### src/rtl/servo_move_sched.sv
// rtl/servo_move_sched.sv - round-robin servo move scheduler with frame-aligned PWM
// Slews the applied pulse width toward the granted target by at most STEP per frame.
module servo_move_sched #(
  parameter int unsigned FRAME_CYC = 2_000_000,
  parameter int unsigned PW_MIN    = 50_000,
  parameter int unsigned PW_MAX    = 240_000,
  parameter int unsigned PW_INIT   = 50_000,
  parameter int unsigned STEP      = 1_000
) (
  input  logic        clk,
  input  logic        rst_n,
  input  logic [3:0]  req,
  input  logic [71:0] tgt,
  output logic [3:0]  gnt,
  output logic [3:0]  done,
  output logic        busy,
  output logic [17:0] pw,
  output logic        frame_tick,
  output logic        pwm
);

  localparam logic [17:0] LP_MIN  = 18'(PW_MIN);
  localparam logic [17:0] LP_MAX  = 18'(PW_MAX);
  localparam logic [17:0] LP_INIT = 18'(PW_INIT);
  localparam logic [17:0] LP_STEP = 18'(STEP);
  localparam logic [20:0] LP_LAST = 21'(FRAME_CYC - 1);

  typedef enum logic [1:0] {S_IDLE, S_MOVE, S_DONE} state_t;

  state_t      r_state;
  logic [20:0] r_frame_cnt;
  logic [1:0]  r_rr_ptr;
  logic [1:0]  r_idx;
  logic [17:0] r_pw;
  logic [17:0] r_tgt;
  logic [3:0]  r_gnt;
  logic [3:0]  r_done;
  logic        r_pwm;

  logic        w_tick;
  logic [1:0]  w_sel;
  logic [17:0] w_tgt_raw;
  logic [17:0] w_tgt_clamp;
  logic        w_up;
  logic [17:0] w_diff;
  logic [17:0] w_step;
  logic [17:0] w_pw_next;
  logic        w_req_held;

  assign w_tick = (r_frame_cnt == LP_LAST);

  // Scan downward so the last hit is the first set bit at or after r_rr_ptr.
  always_comb begin
    w_sel = r_rr_ptr;
    for (int k = 3; k >= 0; k--) begin
      if (req[2'(r_rr_ptr + 2'(k))]) begin
        w_sel = 2'(r_rr_ptr + 2'(k));
      end
    end
  end

  always_comb begin
    w_tgt_raw = tgt[17:0];
    case (w_sel)
      2'd0:    w_tgt_raw = tgt[17:0];
      2'd1:    w_tgt_raw = tgt[35:18];
      2'd2:    w_tgt_raw = tgt[53:36];
      default: w_tgt_raw = tgt[71:54];
    endcase
    if (w_tgt_raw < LP_MIN) begin
      w_tgt_clamp = LP_MIN;
    end else if (w_tgt_raw > LP_MAX) begin
      w_tgt_clamp = LP_MAX;
    end else begin
      w_tgt_clamp = w_tgt_raw;
    end
  end

  // Compare before subtracting so the 18-bit distance never wraps.
  always_comb begin
    w_up      = (r_tgt > r_pw);
    w_diff    = w_up ? (r_tgt - r_pw) : (r_pw - r_tgt);
    w_step    = (w_diff < LP_STEP) ? w_diff : LP_STEP;
    w_pw_next = w_up ? (r_pw + w_step) : (r_pw - w_step);
  end

  assign w_req_held = req[r_idx];

  always_ff @(posedge clk or negedge rst_n) begin
    if (!rst_n) begin
      r_frame_cnt <= '0;
      r_pwm       <= 1'b0;
    end else begin
      r_frame_cnt <= w_tick ? '0 : r_frame_cnt + 21'd1;
      r_pwm       <= ({3'b000, r_pw} > r_frame_cnt);
    end
  end

  always_ff @(posedge clk or negedge rst_n) begin
    if (!rst_n) begin
      r_state  <= S_IDLE;
      r_rr_ptr <= '0;
      r_idx    <= '0;
      r_pw     <= LP_INIT;
      r_tgt    <= LP_INIT;
      r_gnt    <= '0;
      r_done   <= '0;
    end else begin
      r_done <= '0;
      case (r_state)
        S_IDLE: begin
          if (|req) begin
            r_gnt    <= 4'b0001 << w_sel;
            r_idx    <= w_sel;
            r_rr_ptr <= w_sel + 2'd1;
            r_tgt    <= w_tgt_clamp;
            r_state  <= S_MOVE;
          end
        end
        S_MOVE: begin
          // A dropped request wins over a coincident frame tick: no step.
          if (!w_req_held) begin
            r_gnt   <= '0;
            r_state <= S_IDLE;
          end else if (w_tick) begin
            r_pw <= w_pw_next;
            if (w_pw_next == r_tgt) begin
              r_done  <= r_gnt;
              r_state <= S_DONE;
            end
          end
        end
        S_DONE: begin
          if (!w_req_held) begin
            r_gnt   <= '0;
            r_state <= S_IDLE;
          end
        end
        default: begin
          r_gnt   <= '0;
          r_state <= S_IDLE;
        end
      endcase
    end
  end

  assign gnt        = r_gnt;
  assign done       = r_done;
  assign busy       = (r_state != S_IDLE);
  assign pw         = r_pw;
  assign frame_tick = w_tick;
  assign pwm        = r_pwm;

endmodule

### config.mk
export PLATFORM = sky130hd
export DESIGN_NAME = servo_move_sched
export DESIGN_NICKNAME = d
export VERILOG_FILES = /design/src/rtl/servo_move_sched.sv
export SDC_FILE = /design/constraint.sdc
export NUM_CORES = 1
export LEC_CHECK = 0
export CAP_MARGIN = 25
export CORE_ASPECT_RATIO = 1.5
export CORE_MARGIN = 2
export CORE_UTILIZATION = 29
export DETAILED_ROUTE_END_ITERATION = 10
export PLACE_DENSITY = 0.59
export SYNTH_ARGS = -nofsm -noshare
export SYNTH_HDL_FRONTEND = slang
export SYNTH_SLANG_ARGS = --single-unit
### constraint.sdc
create_clock -name clk -period 11.3 [get_ports clk]
set_input_delay 3.39 -clock clk [delete_from_list [all_inputs] [get_ports clk]]
set_output_delay 3.39 -clock clk [all_outputs]
set_load 0.03 [all_outputs]
==> run metrics <==
status=complete, no violations; CP Launch Type=flop; fraction of layout cells with a size suffix above 1=6.70%; Starting Density=29.3%; cell with the largest stage delay on the worst path=or3_1; Post-Synth Simple-Gate Area=21.8%; crit-path max cell delay=650 ps; Iteration-0 DRC Markers=471; drt wl/cell=19.6 um; Critical Path Sink=done[1]; Via density=5.47; Mapped Cells=973; # rows=73; DR vias=7647; htree depth=3; final setup fails=0; core area=0.0263 mm2; Top-Level Pins=107; Worst-Margin Slew=949 ps; CTS sink cnt=72; placer congestion estimate=0.981; Synth top area share=19.5%; r2r endpoint=done[1]; Post-DRT Antenna Nets=0; main flop type after synthesis=dfrtp_1; main combinational cell family by area after synthesis=compound AO/OA/AOI/OAI gates; HP Start=r_frame_cnt[12]; Max Clock Skew=10.7 ps; Most Used Layer, Global Route=met2; Tot Pwr=2.19 mW; global-route usage over all layers=19.9%; Nets=1216; Post-CTS Setup Bufs=0; synthesized cell area=0.00771 mm2; met1 Resource Use GR=20.5%; final hold vios=0; hold crit path type=reg2reg; post_cts resized=0; Worst setup startpoint=pw[1]; Mapped Nets=1134; met3 Track Usage GR=1.84%; port bufs=106; CTS Buf Count=9; vias in the first global route=7871; Max-Cap Viols=0; final wirelength=27400 um; clk root buf=clkbuf_16; Tmin final=8840 ps; Ys Warns=0; slew margin rel.=36.7%; first-pass GRT wire length=43000 um; met2 Use GR=38.9%; total die area=0.0279 mm2; CTS clk-pin slew, worst paths=60 ps; DIE WIDTH=137 um; TritonCTS clock tree=built; DRC Markers=0; fmax=0.113 GHz; Layout area overhead=20.8%; XOR/XNOR share of the synthesized area=6.77%; power per cell area=235 mW/mm2; largest net degree at the start of global routing=73; initial antenna violation count=0; HPWL Detailed=22500 um; R2R depth=30; Synth Register Bits=72; max-slew violations=0; Antenna diodes=0; Tcrit/Tclk final=78.2%; post-synthesis mux area share=1.82%; asr flop ratio synth=100%; clock buffer depth=2; RSZ-0062 raised after global routing=no; Avg Cell Area, Syn=7.92 um2; CP endpoint kind=flop; setup tns final=0 ps; Critical Path RT=11530 ps; r2r setup slk=2460 ps; EDFF count, synth=0; post-synth cell types=81; maximum vdd ir drop=0.000125 V; worst-path fanout max=27; Yosys top cell by area=dfrtp_1; worst r2r src=pw[1]; compound-cell area share of the yosys netlist=26.3%; Post-Synth Adder-Cell Area=13.8%; Post-CTS Hold Buffers=0; total grt overflow=0; 1st-pass router iterations=6; sequential area share after synthesis=23.6%; CP arrival=9070 ps; insertion delay to the later sink of the worst-skew pair=340 ps; chip height=204 um; top post-synthesis cells by area=dfrtp_1 (19%), ha_1 (13%), xnor2_1 (4.9%); CP Class=reg2reg; Lkg Pwr=3.88 nW
## worst min path at each step
stage | to | slack [ps] | cells after the start
after floorplan | r_idx[1] | 460 | 2
after global placement | r_idx[1] | 480 | 2
after detailed placement | r_idx[1] | 480 | 2
after CTS | r_frame_cnt[12] | 490 | 1
after global routing | r_frame_cnt[12] | 510 | 1
final | r_frame_cnt[12] | 490 | 1
## cell usage in the layout, fill, tap and decap left out, drive strengths merged, types with 20 or more instances in the layout
master and n:
clkdlybuf4s50 105, nor3 22, nand3 37, o21ai 56, dfrtp 60, a21oi 73, o21a 22, a21o 20
nand2 89, inv 72, xnor2 43, nor2 84, ha 80
## metrics by stage
| stage | instances | hold WS (ps) | worst slack [ps] | cell area [um2] | utilization, % |
|---|---|---|---|---|---|
| 6_report | 1397 | 492 | 2460 | 9320 | 35.4 |
| 5_1_grt | 1397 | 507 | 1820 | 9320 | 35.4 |
| 4_1_cts | 1396 | 494 | 2560 | 9310 | 35.4 |
| 3_5_place_dp | 1380 | 485 | 2590 | 9050 | 34.4 |
| 3_3_place_gp | 1380 | 476 | 2720 | 9050 | 34.4 |
| 2_1_floorplan | 973 | 458 | 3660 | 7710 | - |
## cell usage after synthesis, types with 4 or more instances
library cell,instances
nand2b_1,17
inv_1,72
nor4_1,7
xor2_1,14
dfstp_2,12
or3_1,14
nand4_1,19
a222oi_1,18
clkbuf_1,27
mux2i_1,5
o22ai_1,7
nor3_1,22
a22o_1,8
or2_2,11
a211oi_1,8
mux2_2,6
ha_1,80
nand2_1,87
nor2b_1,9
a221oi_1,6
a21oi_1,72
nor2_1,84
a22oi_1,10
o21ai_0,55
o211ai_1,12
buf_2,10
and2_1,12
a31o_2,9
o21bai_1,4
xnor2_1,43
o21a_1,22
nand3_1,37
a21o_1,20
and3_1,7
dfrtp_1,60
## layer usage
layer / up-vias / part of all wire (%)
li1: 3704 / -
met1: 3662 / 37
met2: 213 / 55
met3: 68 / 3.1
met4: 0 / 5.0
met5: - / 0
## where the power goes
part | switching [mW] | leakage [nW] | total [mW] | internal (mW)
sequential | 0.0614 | 0.906 | 0.375 | 0.314
clock | 0.108 | 0.128 | 0.256 | 0.148
combinational | 0.985 | 2.85 | 1.56 | 0.574
## cells by family (layout without fill, tap and decap cells)
family | after synthesis | in the layout
simple gates | 341 | 341
compound gates | 292 | 292
buf+inv | 115 | 202
fa+ha+maj | 83 | 83
flops | 72 | 72
xor+xnor | 58 | 58
mux | 12 | 12
## critical path, delay by kind of cell, from the launching register on
kind	cells	cell delay (ps)
buf+inv	1	160
simple gates	9	2910
flops	1	610
xor+xnor	1	450
fa+ha+maj	3	1030
compound gates	16	3560
## flip-flops by register name (all words and copies together) (netlist names), 2 cells and up
name,flops
gnt,4
r_rr_ptr,2
done,4
r_tgt,18
r_frame_cnt,21
r_state,2
r_idx,2
pw,18
## final cells by class
class	count	area, um2
Fill cell	2831	17000
Multi-Input combinational cell	786	5430
Sequential cell	72	1820
Timing Repair Buffer	113	1110
Tap cell	337	422
Inverter	73	274
Clock buffer	13	240
Clock inverter	3	18.8
No activity file was read; power rests on OpenSTA's default activity.
